<file path="src/rtl/fetch_pkg.sv">
// Shared types and defaults for the instruction fetch queue.
package fetch_pkg;

   localparam int unsigned FETCH_DEPTH_DEF    = 4;
   localparam logic [31:0] FETCH_RESET_PC_DEF = 32'h0000_0000;

   typedef struct packed {
      logic [31:0] instr;
      logic [31:0] pc;
   } fetch_entry_t;

   function automatic int unsigned fetch_ptr_w(input int unsigned depth);
      return (depth > 32'd1) ? $clog2(depth) : 32'd1;
   endfunction

   // Occupancy counters need one extra bit to represent a completely full queue.
   function automatic int unsigned fetch_cnt_w(input int unsigned depth);
      return fetch_ptr_w(depth) + 32'd1;
   endfunction

endpackage

</file>
<file path="src/rtl/fetch_fifo.sv">
// DEPTH-entry synchronous FIFO of fetched {instr, pc} entries.
// A clear empties the queue in one cycle and overrides any push or pop.
module fetch_fifo
   import fetch_pkg::*;
#(
   parameter int unsigned DEPTH = FETCH_DEPTH_DEF
) (
   input  logic                          clk,
   input  logic                          rstn,
   input  logic                          clear,
   input  logic                          push,
   input  fetch_entry_t                  push_entry,
   input  logic                          pop,
   output fetch_entry_t                  head,
   output logic [fetch_cnt_w(DEPTH)-1:0] count
);

   localparam int unsigned   PW      = fetch_ptr_w(DEPTH);
   localparam int unsigned   CW      = fetch_cnt_w(DEPTH);
   localparam logic [PW-1:0] PTR_ONE = PW'(1);
   localparam logic [CW-1:0] CNT_ONE = CW'(1);

   fetch_entry_t  mem_q [DEPTH];
   fetch_entry_t  mem_d [DEPTH];
   logic [PW-1:0] wr_ptr_q, wr_ptr_d;
   logic [PW-1:0] rd_ptr_q, rd_ptr_d;
   logic [CW-1:0] count_q, count_d;
   logic          do_push_s, do_pop_s;

   // Next pointers, occupancy and storage contents.
   always_comb begin
      do_push_s = push & ~clear;
      do_pop_s  = pop & ~clear & (count_q != '0);
      mem_d     = mem_q;
      if (do_push_s) begin
         mem_d[wr_ptr_q] = push_entry;
      end else begin
         mem_d[wr_ptr_q] = mem_q[wr_ptr_q];
      end
      if (clear) begin
         wr_ptr_d = '0;
         rd_ptr_d = '0;
         count_d  = '0;
      end else begin
         wr_ptr_d = do_push_s ? (wr_ptr_q + PTR_ONE) : wr_ptr_q;
         rd_ptr_d = do_pop_s  ? (rd_ptr_q + PTR_ONE) : rd_ptr_q;
         case ({do_push_s, do_pop_s})
            2'b10:   count_d = count_q + CNT_ONE;
            2'b01:   count_d = count_q - CNT_ONE;
            default: count_d = count_q;
         endcase
      end
   end

   // State registers; storage needs no reset because the pointers define validity.
   always_ff @(posedge clk) begin
      mem_q <= mem_d;
      if (!rstn) begin
         wr_ptr_q <= '0;
         rd_ptr_q <= '0;
         count_q  <= '0;
      end else begin
         wr_ptr_q <= wr_ptr_d;
         rd_ptr_q <= rd_ptr_d;
         count_q  <= count_d;
      end
   end

   assign head  = mem_q[rd_ptr_q];
   assign count = count_q;

endmodule

</file>
<file path="src/rtl/fetch_queue.sv">
// Instruction fetch front end: PC sequencing, request credit and post-redirect discard.
// Optional macro FETCH_PERF_EN adds the empty_stall_cnt performance counter output.
module fetch_queue
   import fetch_pkg::*;
#(
   parameter int unsigned DEPTH    = FETCH_DEPTH_DEF,
   parameter logic [31:0] RESET_PC = FETCH_RESET_PC_DEF
) (
   input  logic        clk,
   input  logic        rstn,
   output logic        imem_req,
   output logic [31:0] imem_addr,
   input  logic        imem_gnt,
   input  logic        imem_rvalid,
   input  logic [31:0] imem_rdata,
   input  logic        redirect,
   input  logic [31:0] redirect_pc,
   output logic        out_valid,
   input  logic        out_ready,
   output logic [31:0] instr,
   output logic [31:0] pc,
`ifdef FETCH_PERF_EN
   output logic [31:0] pc_plus4,
   output logic [31:0] empty_stall_cnt
`else
   output logic [31:0] pc_plus4
`endif
);

   localparam int unsigned   CW      = fetch_cnt_w(DEPTH);
   localparam logic [CW-1:0] CNT_ONE = CW'(1);
   localparam logic [CW:0]   CREDIT  = (CW+1)'(DEPTH);

   logic [31:0]   pc_q, pc_d;
   logic [CW-1:0] inflight_q, inflight_d;
   logic [CW-1:0] discard_q, discard_d;
   logic [CW-1:0] stored_s;
   logic          accept_s, rsp_s, push_s, pop_s;
   logic [31:0]   rsp_pc_s;
   fetch_entry_t  push_entry_s, head_s;

   fetch_fifo #(.DEPTH(DEPTH)) u_fifo (
      .clk        (clk),
      .rstn       (rstn),
      .clear      (redirect),
      .push       (push_s),
      .push_entry (push_entry_s),
      .pop        (pop_s),
      .head       (head_s),
      .count      (stored_s)
   );

   // Request credit, response routing and next PC / counter values.
   always_comb begin
      if (rstn && !redirect && (({1'b0, stored_s} + {1'b0, inflight_q}) < CREDIT)) begin
         imem_req = 1'b1;
      end else begin
         imem_req = 1'b0;
      end
      accept_s = imem_req & imem_gnt;
      // A response with nothing outstanding is a leftover from before reset.
      rsp_s    = imem_rvalid & (inflight_q != '0);
      push_s   = rsp_s & (discard_q == '0) & ~redirect;
      // Live requests are contiguous and end at pc_q-4, so the oldest is pc_q - 4*inflight.
      rsp_pc_s     = pc_q - 32'({inflight_q, 2'b00});
      push_entry_s = '{instr: imem_rdata, pc: rsp_pc_s};
      pc_d = accept_s ? (pc_q + 32'd4) : pc_q;
      case ({accept_s, rsp_s})
         2'b10:   inflight_d = inflight_q + CNT_ONE;
         2'b01:   inflight_d = inflight_q - CNT_ONE;
         default: inflight_d = inflight_q;
      endcase
      if (redirect) begin
         pc_d      = redirect_pc;
         discard_d = inflight_d;
      end else if (rsp_s && (discard_q != '0)) begin
         discard_d = discard_q - CNT_ONE;
      end else begin
         discard_d = discard_q;
      end
   end

   // Fetch PC and outstanding-request bookkeeping.
   always_ff @(posedge clk) begin
      if (!rstn) begin
         pc_q       <= RESET_PC;
         inflight_q <= '0;
         discard_q  <= '0;
      end else begin
         pc_q       <= pc_d;
         inflight_q <= inflight_d;
         discard_q  <= discard_d;
      end
   end

   // Head entry toward decode, zeroed when the queue is empty.
   always_comb begin
      out_valid = (stored_s != '0);
      if (out_valid) begin
         instr    = head_s.instr;
         pc       = head_s.pc;
         pc_plus4 = head_s.pc + 32'd4;
      end else begin
         instr    = 32'd0;
         pc       = 32'd0;
         pc_plus4 = 32'd0;
      end
   end

   assign pop_s     = out_valid & out_ready;
   assign imem_addr = pc_q;

`ifdef FETCH_PERF_EN
   logic [31:0] stall_cnt_q, stall_cnt_d;

   // Saturating count of cycles where decode is starved outside reset and redirect.
   always_comb begin
      if (!out_valid && !redirect && (stall_cnt_q != 32'hFFFF_FFFF)) begin
         stall_cnt_d = stall_cnt_q + 32'd1;
      end else begin
         stall_cnt_d = stall_cnt_q;
      end
   end

   // Stall counter register.
   always_ff @(posedge clk) begin
      if (!rstn) begin
         stall_cnt_q <= 32'd0;
      end else begin
         stall_cnt_q <= stall_cnt_d;
      end
   end

   assign empty_stall_cnt = stall_cnt_q;
`endif

endmodule

</file>
<file path="config.mk">
export PLATFORM = sky130hd
export DESIGN_NAME = fetch_queue
export DESIGN_NICKNAME = d
export VERILOG_FILES = /design/src/rtl/fetch_pkg.sv /design/src/rtl/fetch_fifo.sv /design/src/rtl/fetch_queue.sv
export SDC_FILE = /design/constraint.sdc
export NUM_CORES = 1
export LEC_CHECK = 0
export ABC_CLOCK_PERIOD_IN_PS = 8200
export CAP_MARGIN = 0
export CORE_UTILIZATION = 63
export CTS_CLUSTER_DIAMETER = 60
export DETAILED_ROUTE_END_ITERATION = 8
export GPL_TIMING_DRIVEN = 0
export PLACE_DENSITY_LB_ADDON = 0.25
export SYNTH_ARGS = -nofsm -noshare
export SYNTH_HDL_FRONTEND = slang
export SYNTH_HIERARCHICAL = 1
export SYNTH_SLANG_ARGS = --single-unit
</file>
<file path="constraint.sdc">
create_clock -name clk -period 8.2 [get_ports clk]
set_input_delay 2.05 -clock clk [delete_from_list [all_inputs] [get_ports clk]]
set_output_delay 2.05 -clock clk [all_outputs]
set_load 0.02 [all_outputs]
</file>
==> flow_metrics.tcl <==
set metrics [dict create \
    ir_worst_vdd_mv 0.1538 \
    dpl_worst_slack_ps 2218 \
    die_w_um 177.3 \
    synth_fa_ha_area_frac 0.01279 \
    dieArea_mm2 0.03144 \
    synth_top_area_frac 0.3970 \
    worst_pin_slew_ps 1342 \
    ys_top_cells_by_area "edfxtp_1 (40%), o221ai_1 (8.7%), mux4_2 (7.4%), mux2i_1 (6.7%), nand2_1 (5.8%)" \
    ys.flop_type "edfxtp_1" \
    cts_sinks 301 \
    critPathLaunchType "flip-flop" \
    max_slew_margin 0.09853 \
    slowest_delay_ps 640 \
    grt_pass1_vias 17020 \
    ys_ff_latch 301 \
    swShare 0.3079 \
    worstPathRequired_ps 6150 \
    cts_buffers 34 \
    synth_xor_area_frac 0.03476 \
    final_common_cell "nand2_1" \
    powerDensity_mw_per_mm2 213.3 \
    fin_setup_tns_ps 0 \
    gp_congestion 0.8805 \
    drive_gt1_frac 0.1613 \
    finClkSkew_ps 18.71 \
    antenna_found_initial 1 \
    synth_compound_area_frac 0.1618 \
    cts.repair.resized 0 \
    worst_ep_arrival_time_ps 4480 \
    synth-simple-area-share 0.1452 \
    grt_pass1_wl_mm 90.60 \
    slew_violations 0 \
    status "completed" \
    postCtsHoldBufs 0 \
    yosys_warnings 6 \
    drcViolationCount 0 \
    postRouteWirelength_mm 59.35 \
    grt-ovfl-total 0 \
    cts_setup_buffers 0 \
    synth_top_family_by_area "compound AO/OA/AOI/OAI gates" \
    r2r_setup_slack_ps 4220 \
    wl_per_cell_um 25.40 \
    cp_slowest_cell "buf_1" \
    total_leakage_power_nw 7.237 \
    total_power_mw 4.923 \
    period_needed_ps 6529 \
    postRouteAntennaNets 0 \
    pin_count 200 \
    cp-end-kind "primary output" \
    critPathKind "flip-flop to primary output" \
    setup_slack_ps 1671 \
    muxShareOfSynthArea 0.1457 \
    synth_cell_types 63 \
    drtPass1Iterations 8 \
    crit_chain "buf_2 > buf_1 > mux4_2 > and4_1 > nand4_1 > nor4_1 > xnor2_1 > nor2_1 > clkdlybuf4s50_1" \
    clk_pin_slew_ps 60 \
    drtIter0Drc 2185 \
    p_clk_frac 0.303 \
    grt_start_max_net_pins 54 \
    comb_power_share 0.283 \
    area_delta_synth_final_pct 19.18 \
    syn_area_per_cell_um2 11.51 \
    root_buffer "clkbuf_16" \
    portBuffers 199 \
    vias 16700 \
    cts_buffer_depth 3 \
    cp_max_fo 10 \
    crit_buf_inv 3 \
    initial_utilization 0.6464 \
    num_antenna_cells 0 \
    netlist_instances 1683 \
    design.core.area_mm2 0.02995 \
    hold_path_class "flip-flop to flip-flop" \
    rsz0062_at_grt "no" \
    netlist_area_mm2 0.01936 \
    synth_edf_count 256 \
    track_usage 0.3766 \
    min_period_over_period 0.7963 \
    fill_cells 1858 \
    placement_rows 63 \
    htreeDepth 2 \
    seq_area_frac_synth 0.4435 \
    p_seq_frac 0.414 \
    die_y_um 177.3 \
    cts_tree "done" \
    layout_common_cells "nand2_1 (299), edfxtp_1 (256), clkdlybuf4s50_1 (199)" \
    cap_violations 0 \
    finalHoldViolCount 0 \
    async_reset_ff_frac 0 \
    cp_top_family "buffers and inverters" \
    internal_power_mw 3.407 \
    synth.largest_area_cell "edfxtp_1" \
    dp.final_hpwl_mm 38.89 \
    syn_nets 1771 \
    setup_violations 0 \
    fmax_mhz 153.2 \
    vias_per_cell 7.147 \
    num-nets-final 2010 \
    netSwitchingPower_mw 1.516 \
    insertion_delay_ps 520 \
]
==> Yosys cell counts, types with 3 or more instances <==
master,instances
nor4_1,11
and4_1,9
buf_1,3
nor2b_1,7
and3b_1,6
mux4_2,64
inv_1,25
o21ai_0,33
nor3_1,26
o221ai_1,193
fa_1,3
nand2_1,299
and2_1,64
mux2_2,3
o211a_1,4
a21boi_0,4
and3_1,5
xnor2_1,51
xor2_1,24
buf_6,38
ha_1,15
buf_2,51
or2_2,3
nand2b_1,7
mux2i_1,129
o221ai_2,64
nand3_4,8
clkbuf_1,45
or3_1,12
nand3_1,23
a21oi_1,24
nand4_1,18
dfxtp_1,45
nor2_1,56
mux2i_2,4
edfxtp_1,256
nor4_2,4
buf_4,16
==> final timing paths <==
kind,startpoint,endpoint,depth (start not counted)
setup / recovery,u_fifo/rd_ptr_q[1]$_SDFFE_PP0N_,pc_plus4[27],9
hold / removal,u_fifo/count[2]$_SDFFE_PP0P_,u_fifo/count[2]$_SDFFE_PP0P_,2
setup reg to reg,u_fifo/count[0]$_SDFFE_PP0P_,u_fifo/count[2]$_SDFFE_PP0P_,12
hold reg to reg,u_fifo/count[2]$_SDFFE_PP0P_,u_fifo/count[2]$_SDFFE_PP0P_,2
==> through the flow <==
step                      utilization  std cells  hold WS, ps  instance area (um^2)
after floorplan                     -       1683        496.3                 19360
after global placement         0.7292       2272        525.9                 21840
after detailed placement       0.7346       2276        549.0                 22000
after CTS                      0.7704       2337        558.7                 23080
after global routing           0.7704       2337        612.4                 23080
final                          0.7704       2337        574.4                 23080
==> worst register-to-register path, cell delays in order (launching register included) <==
cell	delay, ps
dfxtp_1	370
nor3_1	1080
inv_1	610
clkbuf_1	410
and2_1	260
o31ai_1	100
nor2_1	80
ha_1	220
inv_1	80
fa_1	180
xor2_1	80
or3_1	300
a21oi_1	140
==> power by group through the flow <==
stage	sequential (mW)	combinational, mW	clock, mW
finish	2.04	1.39	1.49
global route	2.05	1.49	1.55
CTS	2.03	1.36	1.49
detailed placement	2.06	1.35	0
global placement	2.04	1.30	0
floorplan	2.03	0.989	0
==> layout make-up <==
cell class,instances,area [um^2],area share
multi-input combinational,1201,9737,0.4219
sequential,301,8588,0.3722
timing repair buffer,203,2102,0.09109
buffer,153,983.4,0.04262
clock buffer,48,967.2,0.04191
tap,390,488.0,0.02115
clock inverter,13,106.4,0.004609
inverter,28,105.1,0.004554
==> routing by layer <==
layer / routed length (um) / global-route usage / vias to the layer above / part of all wire
li1: - / - / 7105 / -
met1: 20290 / 0.4472 / 7971 / 0.34
met2: 29110 / 0.6369 / 1352 / 0.49
met3: 6773 / 0.06877 / 272 / 0.11
met4: 3165 / 0.2279 / 2 / 0.053
met5: 14 / 0 / - / 0.00024
==> flip-flops by register name, summed over array words and instances, names as in the netlist <==
signal           count
imem_addr           32
u_fifo/rd_ptr_q      2
u_fifo/count         3
u_fifo/wr_ptr_q      2
discard_q            3
u_fifo/mem_q       256
inflight_q           3
==> kinds of logic after synthesis <==
logic type / Yosys count
buffers and inverters: 181
XOR/XNOR: 76
AND/OR/NAND/NOR: 569
flip-flops: 301
multiplexers: 200
AO/OA/AOI/OAI: 338
adder cells (fa/ha/maj): 18
Note: power is estimated with default switching activity, not from simulation.
